`config.mk`:
```
export PLATFORM = sky130hd
export DESIGN_NAME = prog_loader_flat
export DESIGN_NICKNAME = d
export VERILOG_FILES = /design/src/rtl/prog_loader_if.sv /design/src/rtl/prog_loader.sv /design/src/flat_wrapper.sv
export SDC_FILE = /design/constraint.sdc
export NUM_CORES = 1
export LEC_CHECK = 0
export ABC_AREA = 0
export CORE_MARGIN = 8
export CORE_UTILIZATION = 40
export CTS_CLUSTER_SIZE = 40
export DETAILED_ROUTE_END_ITERATION = 10
export SETUP_SLACK_MARGIN = 0.1
export SLEW_MARGIN = 0
export SYNTH_ARGS = -nofsm -noshare
export SYNTH_HDL_FRONTEND = slang
export SYNTH_SLANG_ARGS = --single-unit
export TNS_END_PERCENT = 50
```
`constraint.sdc`:
```
create_clock -name clk -period 3.9 [get_ports clk]
set_input_delay 0.78 -clock clk [delete_from_list [all_inputs] [get_ports clk]]
set_output_delay 0.78 -clock clk [all_outputs]
set_load 0.02 [all_outputs]
```
`src/rtl/prog_loader_if.sv`:
```
// prog_loader_if: byte-stream input, program-memory write port and CPU-hold status of the loader.
interface prog_loader_if #(parameter int PROG_AW = 8);
    logic               start;
    logic [7:0]         rx_data;
    logic               rx_valid;
    logic               rx_ready;
    logic               pm_we;
    logic [PROG_AW-1:0] pm_addr;
    logic [7:0]         pm_wdata;
    logic               cpu_hold;
    logic               busy;
    logic               done;
    logic               err;
    modport slave (
        input  start, rx_data, rx_valid,
        output rx_ready, pm_we, pm_addr, pm_wdata, cpu_hold, busy, done, err
    );
    modport master (
        output start, rx_data, rx_valid,
        input  rx_ready, pm_we, pm_addr, pm_wdata, cpu_hold, busy, done, err
    );
endinterface

```
`src/rtl/prog_loader.sv`:
```
// prog_loader: reloads program memory from a length/data/XOR-checksum byte stream while holding the CPU in reset.
module prog_loader #(
    parameter int PROG_AW  = 8,
    parameter int HOLD_CYC = 2,
    parameter int TIMEOUT  = 100000
) (
    input logic          clk,
    input logic          i_rst,
    prog_loader_if.slave bus
);
    localparam int TW = $clog2(TIMEOUT + 1);
    localparam int HW = $clog2(HOLD_CYC + 1);
    localparam logic [8:0] CAP = 9'(1 << PROG_AW);

    typedef enum logic [2:0] {IDLE, LEN, DATA, CSUM, RELEASE, ERROR} state_t;

    state_t             r_state;
    logic [PROG_AW:0]   r_cnt;
    logic [8:0]         r_len;
    logic [7:0]         r_acc;
    logic [TW-1:0]      r_timer;
    logic [HW-1:0]      r_hold;
    logic               r_rx_ready, r_pm_we, r_cpu_hold, r_busy, r_done, r_err;
    logic [PROG_AW-1:0] r_pm_addr;
    logic [7:0]         r_pm_wdata;

    logic             w_take, w_tmo;
    logic [8:0]       w_n;
    logic [PROG_AW:0] w_cnt_nx;

    // rx_ready is high exactly in LEN/DATA/CSUM, so it doubles as the "timer running" qualifier
    assign w_take   = bus.rx_valid & r_rx_ready;
    assign w_tmo    = !w_take && r_timer == TW'(TIMEOUT - 1);
    assign w_n      = (bus.rx_data == 8'd0) ? 9'd256 : {1'b0, bus.rx_data};
    assign w_cnt_nx = r_cnt + (PROG_AW + 1)'(1);

    always_ff @(posedge clk or posedge i_rst) begin
        if (i_rst) begin
            r_state    <= IDLE;
            r_cnt      <= '0;
            r_len      <= '0;
            r_acc      <= '0;
            r_timer    <= '0;
            r_hold     <= '0;
            r_rx_ready <= 1'b0;
            r_pm_we    <= 1'b0;
            r_pm_addr  <= '0;
            r_pm_wdata <= '0;
            r_cpu_hold <= 1'b0;
            r_busy     <= 1'b0;
            r_done     <= 1'b0;
            r_err      <= 1'b0;
        end else begin
            r_pm_we <= 1'b0;
            r_done  <= 1'b0;
            if (r_rx_ready)
                r_timer <= w_take ? '0 : r_timer + TW'(1);
            case (r_state)
                IDLE, ERROR: if (bus.start) begin
                    r_state    <= LEN;
                    r_cpu_hold <= 1'b1;
                    r_busy     <= 1'b1;
                    r_rx_ready <= 1'b1;
                    r_err      <= 1'b0;
                    r_acc      <= '0;
                    r_cnt      <= '0;
                    r_timer    <= '0;
                end
                LEN: begin
                    if (w_tmo || (w_take && w_n > CAP)) begin
                        r_state <= ERROR; r_err <= 1'b1; r_rx_ready <= 1'b0; r_busy <= 1'b0;
                    end else if (w_take) begin
                        r_len   <= w_n;
                        r_state <= DATA;
                    end
                end
                DATA: begin
                    if (w_tmo) begin
                        r_state <= ERROR; r_err <= 1'b1; r_rx_ready <= 1'b0; r_busy <= 1'b0;
                    end else if (w_take) begin
                        r_pm_we    <= 1'b1;
                        r_pm_addr  <= r_cnt[PROG_AW-1:0];
                        r_pm_wdata <= bus.rx_data;
                        r_acc      <= r_acc ^ bus.rx_data;
                        r_cnt      <= w_cnt_nx;
                        if (9'(w_cnt_nx) == r_len)
                            r_state <= CSUM;
                    end
                end
                CSUM: begin
                    if (w_tmo || (w_take && bus.rx_data != r_acc)) begin
                        r_state <= ERROR; r_err <= 1'b1; r_rx_ready <= 1'b0; r_busy <= 1'b0;
                    end else if (w_take) begin
                        r_state    <= RELEASE;
                        r_rx_ready <= 1'b0;
                        r_hold     <= '0;
                    end
                end
                RELEASE: begin
                    if (r_hold == HW'(HOLD_CYC - 1)) begin
                        r_state    <= IDLE;
                        r_cpu_hold <= 1'b0;
                        r_busy     <= 1'b0;
                        r_done     <= 1'b1;
                    end else begin
                        r_hold <= r_hold + HW'(1);
                    end
                end
                default: begin
                    r_state <= ERROR; r_err <= 1'b1; r_rx_ready <= 1'b0; r_busy <= 1'b0; r_cpu_hold <= 1'b1;
                end
            endcase
        end
    end

    assign bus.rx_ready = r_rx_ready;
    assign bus.pm_we    = r_pm_we;
    assign bus.pm_addr  = r_pm_addr;
    assign bus.pm_wdata = r_pm_wdata;
    assign bus.cpu_hold = r_cpu_hold;
    assign bus.busy     = r_busy;
    assign bus.done     = r_done;
    assign bus.err      = r_err;
endmodule
```
`src/flat_wrapper.sv`:
```
// flat-port wrapper written by rule: the top's interface ports become plain ports
module prog_loader_flat 
#(
    parameter int PROG_AW  = 8,
    parameter int HOLD_CYC = 2,
    parameter int TIMEOUT  = 100000
)
  (clk, i_rst, bus_start, bus_rx_data, bus_rx_valid, bus_rx_ready, bus_pm_we, bus_pm_addr, bus_pm_wdata, bus_cpu_hold, bus_busy, bus_done, bus_err);
  prog_loader_if #(.PROG_AW(PROG_AW)) bus_i ();
  input logic clk;
  input logic i_rst;
  input wire logic [$bits(bus_i.start)-1:0] bus_start;
  input wire logic [$bits(bus_i.rx_data)-1:0] bus_rx_data;
  input wire logic [$bits(bus_i.rx_valid)-1:0] bus_rx_valid;
  output wire logic [$bits(bus_i.rx_ready)-1:0] bus_rx_ready;
  output wire logic [$bits(bus_i.pm_we)-1:0] bus_pm_we;
  output wire logic [$bits(bus_i.pm_addr)-1:0] bus_pm_addr;
  output wire logic [$bits(bus_i.pm_wdata)-1:0] bus_pm_wdata;
  output wire logic [$bits(bus_i.cpu_hold)-1:0] bus_cpu_hold;
  output wire logic [$bits(bus_i.busy)-1:0] bus_busy;
  output wire logic [$bits(bus_i.done)-1:0] bus_done;
  output wire logic [$bits(bus_i.err)-1:0] bus_err;
  assign bus_i.start = bus_start;
  assign bus_i.rx_data = bus_rx_data;
  assign bus_i.rx_valid = bus_rx_valid;
  assign bus_rx_ready = bus_i.rx_ready;
  assign bus_pm_we = bus_i.pm_we;
  assign bus_pm_addr = bus_i.pm_addr;
  assign bus_pm_wdata = bus_i.pm_wdata;
  assign bus_cpu_hold = bus_i.cpu_hold;
  assign bus_busy = bus_i.busy;
  assign bus_done = bus_i.done;
  assign bus_err = bus_i.err;
  prog_loader #(.PROG_AW(PROG_AW), .HOLD_CYC(HOLD_CYC), .TIMEOUT(TIMEOUT)) u_core (.clk(clk), .i_rst(i_rst), .bus(bus_i));
endmodule
```
# After elaboration in Yosys (flattened, before gate mapping)
# Index checks and enable logic that the tools add are counted.
[op_classes]
n_addsub = 3
magnitude_cmp = 1
n_eq_ne = 23
muxes = 47
n_bitwise = 6
n_reduce_logical = 21
[ops]
columns = ["op", "count"]
rows = [
  ["17-bit 2-to-1 mux", 4],
  ["9-bit 2-to-1 mux", 4],
  ["3-bit 2-to-1 mux", 9],
  ["8-bit 2-to-1 mux", 3],
  ["9-bit one-hot mux with 2 select lines", 1],
  ["17-bit by 1-bit adder with 17-bit output (second input constant)", 1],
  ["17-bit equality test (second input constant)", 1],
  ["1-bit 2-to-1 mux", 16],
  ["8-bit one-hot mux with 2 select lines", 1],
  ["1-bit one-hot mux with 5 select lines", 3],
  ["3-bit one-hot mux with 5 select lines", 1],
  ["5-bit AND reduction", 3],
  ["2-bit by 1-bit inequality test with 1-bit output (second input constant)", 6],
  ["3-bit by 1-bit inequality test with 1-bit output (second input constant)", 4],
  ["9-bit by 1-bit adder with 9-bit output (second input constant)", 1],
  ["9-bit equality test", 1],
  ["9-bit greater-than comparator (second input constant)", 1],
  ["3-bit AND reduction", 3],
  ["8-bit logical NOT", 1],
  ["2-bit inequality test (second input constant)", 4],
  ["8-bit inequality test", 1],
  ["4-bit AND reduction", 2],
  ["8-bit XOR", 1],
  ["3-bit by 2-bit equality test with 1-bit output (second input constant)", 2],
  ["other kinds (17)", 27],
]
[word_totals]
ff_bits = 70
out_inout_bits = 22
word_cells = 115

# Logic depth before layout (Yosys ltp)
# Gate-level depths: netlist (run 1).
[depth]
ltp_word = 7
mapped_depth = 8
mapped_depth_nobuf = 7

# Worst setup path before layout (run 1)
# OpenSTA, ideal clock, no wires.
[synth_path]
path_type = "register to register"
from = "register u_core.r_cnt[0]"
to = "register u_core.r_state[0]"
setup_time_ps = 139
arrival_time_ps = 1846
t_required_ps = 3761
setup_slack_ps = 1915
stages_incl_launch_ff = 8
n_path_buf = 0
period_less_slack_ps = 1985
path_cell_list = "dfrtp_1 -> ha_1 -> nand3_2 -> nor3_2 -> xnor3_1 -> o21a_1 -> a2111oi_2 -> a221oi_2"
[synth_between]
elab_chain_cells = 4
[synth_rtl]
columns = ["element", "line_no", "text"]
rows = [
  ["start: declaration", "prog_loader.sv:18", "logic [PROG_AW:0] r_cnt;"],
  ["start signal: assignment", "prog_loader.sv:85", "r_cnt <= w_cnt_nx;"],
  ["9-bit by 1-bit adder with 9-bit output", "prog_loader.sv:35", "assign w_cnt_nx = r_cnt + (PROG_AW + 1)'(1);"],
  ["9-bit equality test", "prog_loader.sv:86", "if (9'(w_cnt_nx) == r_len)"],
  ["3-bit by 1-bit inequality test with 1-bit output (no line)", "n/a", ""],
  ["6-bit AND reduction (no line)", "n/a", ""],
  ["end signal: assignment", "prog_loader.sv:39", "r_state <= IDLE;"],
  ["end signal: assignment", "prog_loader.sv:87", "r_state <= CSUM;"],
  ["end signal: assignment", "prog_loader.sv:92", "r_state <= ERROR; r_err <= 1'b1; r_rx_ready <= 1'b0; r_busy <= 1'b0;"],
  ["end: declaration", "prog_loader.sv:17", "state_t r_state;"],
]
# No other way between the ends.
# A chain may end at the register's enable or synchronous reset.

# Worst setup path after layout (run 1)
[layout_path]
from = "register u_core.r_rx_ready, in the netlist u_core.bus.rx_ready"
to = "output port bus_rx_ready"
[layout_rtl]
columns = ["element", "line_no", "text"]
rows = [
  ["start: declaration", "prog_loader.sv:23", "logic r_rx_ready, r_pm_we, r_cpu_hold, r_busy, r_done, r_err;"],
  ["start signal: assignment", "prog_loader.sv:45", "r_rx_ready <= 1'b0;"],
  ["start signal: assignment", "prog_loader.sv:63", "r_rx_ready <= 1'b1;"],
  ["start signal: assignment", "prog_loader.sv:71", "r_state <= ERROR; r_err <= 1'b1; r_rx_ready <= 1'b0; r_busy <= 1'b0;"],
  ["end: declaration", "flat_wrapper.sv:15", "output wire logic [$bits(bus_i.rx_ready)-1:0] bus_rx_ready;"],
]
# No word-level cell between the ends.

==> out/results.ini, run 1 <==
[setup_path]
cp_slowest_cell = clkdlybuf4s50_1
path_delay_family = buffers and inverters
crit_chain = clkdlybuf4s50_1
max_stage_delay_ps = 670
required_ps = 3120
worstSetupStartpoint = u_core.bus.rx_ready
worstSetupStartpointType = register
crit-reg2reg-launch = u_core.r_cnt[0]
critPathArrivalTime_ps = 1560
endpoint_kind = primary output
critPathKind = register to primary output
crit_fanout = 10
cp_num_buf_inv = 1

[yosys]
synth_top_area_share = 0.4911
synth_top_cells_by_area = dfrtp_1 49%, nand2_1 8.9%, xnor2_1 5.9%
avgSynthCellArea_um2 = 9.194
synth-edff-count = 0
synth_top_area_cell = dfrtp_1
ys_ff_latch = 70
synth_nets = 403
synth.most_common_cell = nand2_1
yosysWarnings = 0
synth_flop_cell = dfrtp_1
synth_cells = 388
ys_seq_area_frac = 0.4911
synth-async-reset-ratio = 1.000
netlist_area_mm2 = 0.003567
synth_top_cells_by_count = 85 x nand2_1, 70 x dfrtp_1, 37 x nor2_1
synth_cell_types = 55

[die]
die_width_um = 110.4
initial_core_util = 0.4110
die_y_um = 110.4
ios = 34
die_area_mm2 = 0.01220
core_area_mm2 = 0.008678
rows = 34

[layout]
layout-drive-gt1-share = 0.08511
fillers = 858
nets = 433
register_area_mm2 = 0.001752
multi_input_area_mm2 = 0.001694
diodes = 0
area_delta_synth_final_pct = 17.78

[placement]
io_buffers = 33
dp_hpwl_um = 5222
globalplace.congestion = 0.8703

[clock_network]
clkSinkCount = 70
ctsHoldBuffers = 0
path_clk_slew_ps = 80
cts_tree = built
cts_setup_buffers = 0
numCtsBuffers = 9
cts_resized = 0
ctsRootBufferMaster = clkbuf_8
cts_max_path_buffers = 2
clock_latency_ps = 350
htreeDepth = 3

[timing]
finalCriticalPeriod_ps = 2341
fmax_ghz = 0.4272
hold_ws_ps = 474.3
final.setup.tns_ps = 0
timing_hold_violations_final = 0
fin_skew_ps = 15.77
finalCritPeriodShare = 0.6003
setup_violations = 0
relSlewSlack = 0.5287
tightest_slew_ps = 706.2
rsz0062_at_grt = no
slew_violations = 0

[power]
p_leak_uw = 0.001827
vdd_drop_max_v = 0.0002637
p_per_area_mw_per_mm2 = 633.5

[routing]
drt_iter0_drc = 93
ant_nets = 0
first_pass_iters = 4
routed_wl_um = 7599
post-route-drc-count = 0
wire_per_inst_um = 14.31
num_vias = 2753
vias_per_cell = 5.185

[worst_hold_path]
min_from = u_core.bus.pm_addr[4]
hold_class = register to register

[status]
status = complete, no violations

[global_routing]
grt_pass1_wl_um = 13090
antenna_found_initial = 0
grtUsageTotal = 0.1262
gr-total-overflow = 0
grt_pass1_vias = 2657
grt_max_degree = 40

[job]
drv_cap = 0

[registers in the layout (all words and copies together), names as in the netlist]
register and flops:
u_core.bus.rx_ready 1, u_core.bus.busy 1, u_core.r_acc 8, u_core.r_timer 17
u_core.bus.pm_wdata 8, u_core.r_cnt 9, u_core.bus.err 1, u_core.bus.pm_we 1
u_core.bus.pm_addr 8, u_core.r_state 3, u_core.bus.done 1, u_core.bus.cpu_hold 1
u_core.r_hold 2, u_core.r_len 9
[area by class of cell]
type / instances / share of cell area
Clock buffer: 10 / 0.03038
Clock inverter: 6 / 0.02055
Inverter: 11 / 0.009827
Multi-Input combinational cell: 290 / 0.4032
Sequential cell: 70 / 0.4169
Tap cell: 108 / 0.03216
Timing Repair Buffer: 36 / 0.08696
[routing by layer]
| metal | track usage | vias to the layer above | wire length [um] |
|---|---|---|---|
| li1 | - | 1375 | - |
| met1 | 0.1661 | 1323 | 3737 |
| met2 | 0.1920 | 44 | 3489 |
| met3 | 0.02597 | 11 | 239 |
| met4 | 0.06216 | 0 | 133 |
| met5 | 0 | - | 0 |
[kinds of logic after synthesis]
family                     after synthesis  share of synthesized area
AOI/OAI and AO/OA                       65                     0.1150
xor gates and xnor gates                35                    0.08979
adders and majority gates                3                    0.01052
buffers and inverters                   28                    0.03402
DFF                                     70                     0.4911
muxes                                    9                    0.02806
and+or+nand+nor                        178                     0.2315
[through the flow]
stage	worst slack, ps	total power [uW]	std cells	util	instance area, um^2
after global routing	1444	2842	531	0.4841	4202
after floorplan	1352	1735	388	-	3567
final	1559	2662	531	0.4841	4202
after CTS	1522	2692	531	0.4841	4202
after detailed placement	1303	2036	515	0.4595	3988
after global placement	1363	2013	515	0.4595	3988
[path summary, 6_finish.rpt]
kind,endpoint,slack [ps],cells past startpoint
setup reg to reg,u_core.r_state[0],1620,7
max in group asynchronous,u_core.bus.pm_wdata[5],2380,3
setup / recovery,bus_rx_ready,1560,1
hold / removal,u_core.bus.pm_addr[4],470,2
hold reg to reg,u_core.bus.pm_addr[4],470,2
min in group asynchronous,u_core.r_timer[3],870,2
[where the power goes]
group / switching [uW] / total [uW] / internal, uW / leakage (uW)
Sequential: 192 / 1100 / 908 / 0.000930
Combinational: 485 / 914 / 430 / 0.000790
Clock: 288 / 647 / 359 / 0.000106
[layout by cell type (no fill, tap or decap), types with 2 or more instances in the layout]
| cell | instances |
|---|---|
| nor4_1 | 2 |
| clkinv_2 | 2 |
| a31oi_1 | 3 |
| nand2_1 | 85 |
| and2_1 | 3 |
| bufinv_16 | 2 |
| nand2b_1 | 4 |
| nor2_1 | 37 |
| xor2_1 | 10 |
| or3_1 | 4 |
| nand3_2 | 2 |
| nor2b_1 | 3 |
| buf_4 | 2 |
| dfrtp_1 | 70 |
| mux2_2 | 8 |
| clkdlybuf4s50_1 | 33 |
| nor3_1 | 6 |
| and3_1 | 4 |
| o21ai_0 | 36 |
| nand3_1 | 9 |
| a21oi_1 | 5 |
| a211o_1 | 2 |
| clkbuf_8 | 9 |
| xnor2_1 | 24 |
| a211oi_1 | 2 |
| nor4b_1 | 2 |
| nand4_1 | 8 |
| inv_1 | 10 |
| ha_1 | 3 |
No activity file was read; power rests on OpenSTA's default activity.
==> run 2, diff against run 1 <==
==> constraint.sdc (replaced) <==
create_clock -name clk -period 1.9 [get_ports clk]
set_input_delay 0.38 -clock clk [delete_from_list [all_inputs] [get_ports clk]]
set_output_delay 0.38 -clock clk [all_outputs]
set_load 0.02 [all_outputs]
==> run 2 against run 1 <==
  * Via count grew 7.2%
  * Largest cell class is now multi-input combinational cells
  * Hold slack improved by 0.83 ps
  * Sequential power grew 100%
  * Total power increased by 130%
  * First-iteration DRC count grew 66%
  * Flip-flop and latch count did not move
  * Worst setup slack got worse by 1500 ps
  * Critical path depth is 6 higher
  * Final cell count increased by 8.7%
  * Design area grew 14%
  * Die area unchanged
  * Critical path type is now register to register
  * Register-to-register slack lost 1600 ps
==> out/results.ini, run 2 (same netlist as run 1, synthesis figures left out) <==
[timing]
slew_violations = 0  ; unchanged
hold_ws_ps = 475.1  ; +0.8320 ps
setup_violations = 0  ; unchanged
fin_skew_ps = 10.70  ; -5.069 ps
worst_slack_ps = 11.43  ; -1548 ps
tightest_slew_ps = 389.5  ; -316.8 ps
rsz0062_at_grt = yes
timing_hold_violations_final = 0  ; unchanged
relSlewSlack = 0.7404  ; +0.2117
fmax_ghz = 0.5295
finalCriticalPeriod_ps = 1889
finalCritPeriodShare = 0.9940

[routing]
vias_per_cell = 5.113  ; -1.4%
first_pass_iters = 4  ; unchanged
top_layer = met4
post-route-drc-count = 0  ; unchanged
routed_wl_um = 8164  ; +7.4%
wire_per_inst_um = 14.15  ; -1.1%
wl_met2_um = 3827  ; +9.7%
dr_wl_met3_um = 285  ; +19%
num_vias = 2950  ; +7.2%
ant_nets = 0  ; unchanged
wl_met1_um = 3959  ; +5.9%
drt_iter0_drc = 154  ; +66%

[layout]
layout.cells.most_common = nand2_1
diodes = 0  ; unchanged
fillers = 806  ; -6.1%
area_delta_synth_final_pct = 33.71
layout_common_cells = 85 x nand2_1, 65 x dfrtp_1, 44 x buf_4
nets = 479  ; +11%
top_regs = u_core.r_timer: 17 flops, u_core.r_cnt: 9 flops, u_core.r_len: 9 flops
layout-drive-gt1-share = 0.2154  ; +0.1302
top_register = u_core.r_timer
design_area_mm2 = 0.004770  ; +14%
largest_register_ffs = 17  ; unchanged
final_util = 0.5496  ; +0.06545

[placement]
io_buffers = 33  ; unchanged
place_area_mm2 = 0.004339  ; +8.8%
dp_hpwl_um = 5760  ; +10%
globalplace.congestion = 0.8697  ; about the same
dp_slack_ps = -162.2  ; -1465 ps

[clock_network]
path_clk_slew_ps = 80  ; about the same
clock_latency_ps = 340  ; about the same
ctsRootBufferMaster = clkbuf_8
numCtsBuffers = 9  ; unchanged
htreeDepth = 3  ; unchanged
cts_tree = built
cts_max_path_buffers = 2  ; unchanged
clkSinkCount = 70  ; unchanged

[die]
die_area_mm2 = 0.01220  ; unchanged
die_width_um = 110.4  ; unchanged
die_y_um = 110.4  ; unchanged
initial_core_util = 0.4110  ; unchanged
ios = 34  ; unchanged
rows = 34  ; unchanged
core_area_mm2 = 0.008678  ; unchanged

[setup_path]
r2r_slack_ps = 10  ; -1610 ps
required_ps = 2110  ; -1010 ps
endpoint_kind = register
cp_slowest_cell = dfrtp_1
critPathArrivalTime_ps = 2100  ; +540 ps
timing.rr.end = u_core.r_state[0]
crit_fanout = 6  ; -4
critPathKind = register to register
worstSetupStartpointType = register
max_stage_delay_ps = 430  ; -240 ps
crit_chain = buf_6, nand3_4, or3_4, and4_4, o21a_1, a2111oi_4, a221oi_2
worstSetupStartpoint = u_core.r_cnt[0]
crit-reg2reg-launch = u_core.r_cnt[0]
rr_worst_depth = 7  ; unchanged

[worst_hold_path]
hold_class = input pin to async pin

[job]
drv_cap = 0  ; unchanged

[status]
status = complete, no violations

[global_routing]
antenna_found_initial = 0  ; unchanged
grt_max_degree = 71  ; +78%
grtUsageTotal = 0.1349  ; +0.008708
gr-total-overflow = 0  ; unchanged
grt_pass1_vias = 2881  ; +8.4%
grt_pass1_wl_um = 14080  ; +7.5%

[power]
p_leak_uw = 0.002122  ; +16%
vdd_drop_max_v = 0.0007803  ; +200%
p_per_area_mw_per_mm2 = 1300  ; +110%

run 2: cell types whose count changed in the layout (fill, tap and decap cells not counted), sizes merged:
cell / previous run / this run
buf: 3 / 49
bufinv: 2 / 4
clkinv: 3 / 1
clkbuf: 10 / 11
clkdlybuf4s50: 33 / 32
dlygate4sd2: 0 / 1
inv: 11 / 10
run 2: final cells by class:
| type | instances | area (um^2) | area share |
|---|---|---|---|
| multi-input combinational | 290 | 1809 | 0.3793 |
| sequential | 70 | 1758 | 0.3686 |
| timing repair buffer | 82 | 742.0 | 0.1556 |
| clock buffer | 11 | 151.4 | 0.03174 |
| tap | 108 | 135.1 | 0.02833 |
| clock inverter | 5 | 128.9 | 0.02702 |
| inverter | 11 | 45.04 | 0.009444 |
run 2: how the worst max path moves through the flow:
stage,depth (start not counted),slack [ps],to
6_report,7,10,u_core.r_state[0]
5_1_grt,7,-50,u_core.r_state[0]
4_1_cts,8,-30,u_core.r_state[0]
3_5_place_dp,7,-160,u_core.r_state[0]
3_3_place_gp,7,-110,u_core.r_state[0]
2_1_floorplan,7,-90,u_core.r_state[0]
run 2: where the power goes:
part,total [uW],switching [uW],internal [uW]
registers,2240,367,1870
logic,2310,1170,1140
clock network,1650,574,1080
total,6200,2110,4090
run 2: timing repair:
item,4_1_cts,5_1_grt
buffers inserted,0,3
endpoints found under the setup margin,4,13
gates resized for setup,9,22
pin swaps,5,6
hold buffers,0,0
run 2: critical path: cells and delay by family (launching register included):
family | cells | cell delay [ps]
AO/OA/AOI/OAI | 3 | 590
AND/OR/NAND/NOR | 3 | 580
flip-flops | 1 | 430
buffers and inverters | 1 | 150
run 2: stage by stage:
| step | instances | TNS (ps) | power [uW] |
|---|---|---|---|
| floorplan | 388 | -85.10 | 3561 |
| global placement | 558 | -349.8 | 4430 |
| detailed placement | 558 | -433.6 | 4457 |
| CTS | 574 | -34.67 | 6189 |
| global route | 577 | -49.93 | 6618 |
| finish | 577 | 0 | 6198 |
run 2: routing by layer:
metal  global-route usage  up-vias
li1                     -     1475
met1               0.1822     1426
met2               0.2059       42
met3              0.02814        7
met4              0.05135        0
met5                    0        -
==> patch: new RTL, config.mk and constraints of run 1 <==
`TIMEOUT` is set to 100000 in 2 places; all go to 25000.
--- a/src/rtl/prog_loader.sv
+++ b/src/rtl/prog_loader.sv
@@ -4,3 +4,3 @@
     parameter int HOLD_CYC = 2,
-    parameter int TIMEOUT  = 100000
+    parameter int TIMEOUT  = 25000
 ) (
--- a/src/flat_wrapper.sv
+++ b/src/flat_wrapper.sv
@@ -5,3 +5,3 @@
     parameter int HOLD_CYC = 2,
-    parameter int TIMEOUT  = 100000
+    parameter int TIMEOUT  = 25000
 )
Behaviour: same outputs for any inputs over 10 cycles, from zero or initial values and one cycle with i_rst high; that may be too few to reach the edited logic, so the function may still have changed.
==> patch against run 1 <==
  * Wire length up 0.18%
  * Area after synthesis is 3.5% lower
  * Clock power is 9.4% higher
  * Highest routed layer unchanged
  * Clock skew shrank 0.0048 ns
  * Design area fell by 2.1%
  * First-iteration DRC count grew 43%
  * Total power grew 0.56%
  * Worst setup slack worse by 0.081 ns
  * Non-clock buffer count increased by 2
  * Count of clock-buffer cells in the layout unchanged
  * Synthesized cell count down 4.1%
  * Sequential cell count down 2
  * Hold slack better by 0.0056 ns
==> patch: results (changes against run 1) <==
{
  "synth": {
    "post_synth_num_cell_types": {"value": 47, "change": "-15%"},
    "synth_fp_nets": {"value": 387, "change": "-4.0%"},
    "ys_top_cells_by_count": "sky130_fd_sc_hd__dfrtp_1 (68), sky130_fd_sc_hd__nand2_1 (66), sky130_fd_sc_hd__nor2_1 (40), sky130_fd_sc_hd__o21ai_0 (39)",
    "synth_area_leaders": "sky130_fd_sc_hd__dfrtp_1 (49%), sky130_fd_sc_hd__nand2_1 (7.2%), sky130_fd_sc_hd__o21ai_0 (5.7%), sky130_fd_sc_hd__nor2_1 (4.4%), sky130_fd_sc_hd__xnor2_1 (4.1%)"
  },
  "final_layout": {
    "nets": {"value": 421, "change": "-2.8%"},
    "top_regs": "u_core.r_timer: 15 flops, u_core.r_cnt: 9 flops, u_core.r_len: 9 flops",
    "fillers": {"value": 791, "change": "-7.8%"}
  },
  "worst_setup_path": {
    "worstPathArrival": {"value": 1.64, "unit": "ns", "change": "+0.08 ns"},
    "maximum_net_fanout_on_the_critical_path": {"value": 14, "change": "+4"},
    "r2r_slack": {"value": 1.65, "unit": "ns", "change": "+0.03 ns"},
    "slowest_delay": {"value": 0.69, "unit": "ns", "change": "+0.02 ns"}
  },
  "placement": {
    "placement.cell_area": {"value": 0.00387, "unit": "sq mm", "change": "-2.9%"},
    "detailedPlacementHpwl": {"value": 5.16, "unit": "mm", "change": "-1.3%"},
    "gp_congestion": {"value": 0.811, "change": "-6.8%"}
  },
  "routing": {
    "finalWirelength": {"value": 7.61, "unit": "mm", "change": "+0.18%"},
    "routed_via_density": {"value": 5.14, "change": "-0.85%"}
  },
  "global_route": {
    "first_global_vias": {"value": 2708, "change": "+1.9%"},
    "grt_usage": {"value": 14.3, "unit": "%", "change": "+1.7 points"}
  },
  "timing": {
    "hold_slack": {"value": 0.480, "unit": "ns", "change": "+0.00558 ns"},
    "relSlewSlack": {"value": 35.8, "unit": "%", "change": "-17 points"},
    "clock_skew": {"value": 0.0110, "unit": "ns", "change": "-0.00476 ns"}
  },
  "power_and_ir_drop": {
    "leakage": {"value": 1.76, "unit": "nW", "change": "-3.8%"},
    "vdd_drop_max": {"value": 377, "unit": "uV", "change": "+43%"}
  },
  "outcome": {
    "outcome": "finished clean"
  },
  "hold_path": {
    "hold_start": "u_core.bus.pm_addr[7]$_DFFE_PP0P_",
    "min_delay_worst_endpoint": "u_core.bus.pm_addr[7]$_DFFE_PP0P_"
  }
}
==> patch: cell count changes after synthesis, moves of 5 or more <==
cell                       delta
sky130_fd_sc_hd__inv_1        -5
sky130_fd_sc_hd__nand2_1     -19
sky130_fd_sc_hd__xnor2_1      -8
sky130_fd_sc_hd__a21oi_1      +5
sky130_fd_sc_hd__xor2_1       +6
sky130_fd_sc_hd__clkbuf_1     -6
==> patch: cell type report <==
class                   instances  area share (%)
well taps                     108            3.28
multi-input cells             282            39.9
repair buffers                 38            8.94
clock inverters                 6            2.74
inverters                       7           0.639
clock buffers                  10            3.10
flip-flops and latches         68            41.4
==> patch: cells by family (layout without fill, tap and decap cells) <==
kind of cell	Yosys count	count (layout)	share of synthesized area [%]
AOI/OAI and AO/OA	76	76	13.3
muxes	11	11	3.53
and+or+nand+nor	160	160	21.6
adders and majority gates	3	3	1.09
buffers and inverters	22	61	2.83
xor gates and xnor gates	32	32	8.14
DFF	68	68	49.4
==> patch: power breakdown <==
part           leakage, nW  switching (mW)  total [mW]  internal [mW]
Sequential           0.896           0.208        1.09          0.885
Combinational        0.752           0.460       0.876          0.416
Clock                0.109           0.284       0.708          0.425
==> patch: per-layer routing <==
metal	wire [microns]	GRT usage, %	vias up
met5	0	0	-
met4	155	7.04	0
met3	284	3.01	10
met2	3500	21.9	38
met1	3680	18.9	1266
li1	-	-	1354
==> patch: metrics by stage <==
step                setup slack (ns)  std cells  utilization (%)
global placement                1.14        503             45.3
floorplan                       1.41        372                -
detailed placement              1.09        503             45.3
CTS                             1.46        519             48.1
global route                    1.29        519             48.1
finish                          1.48        519             48.1
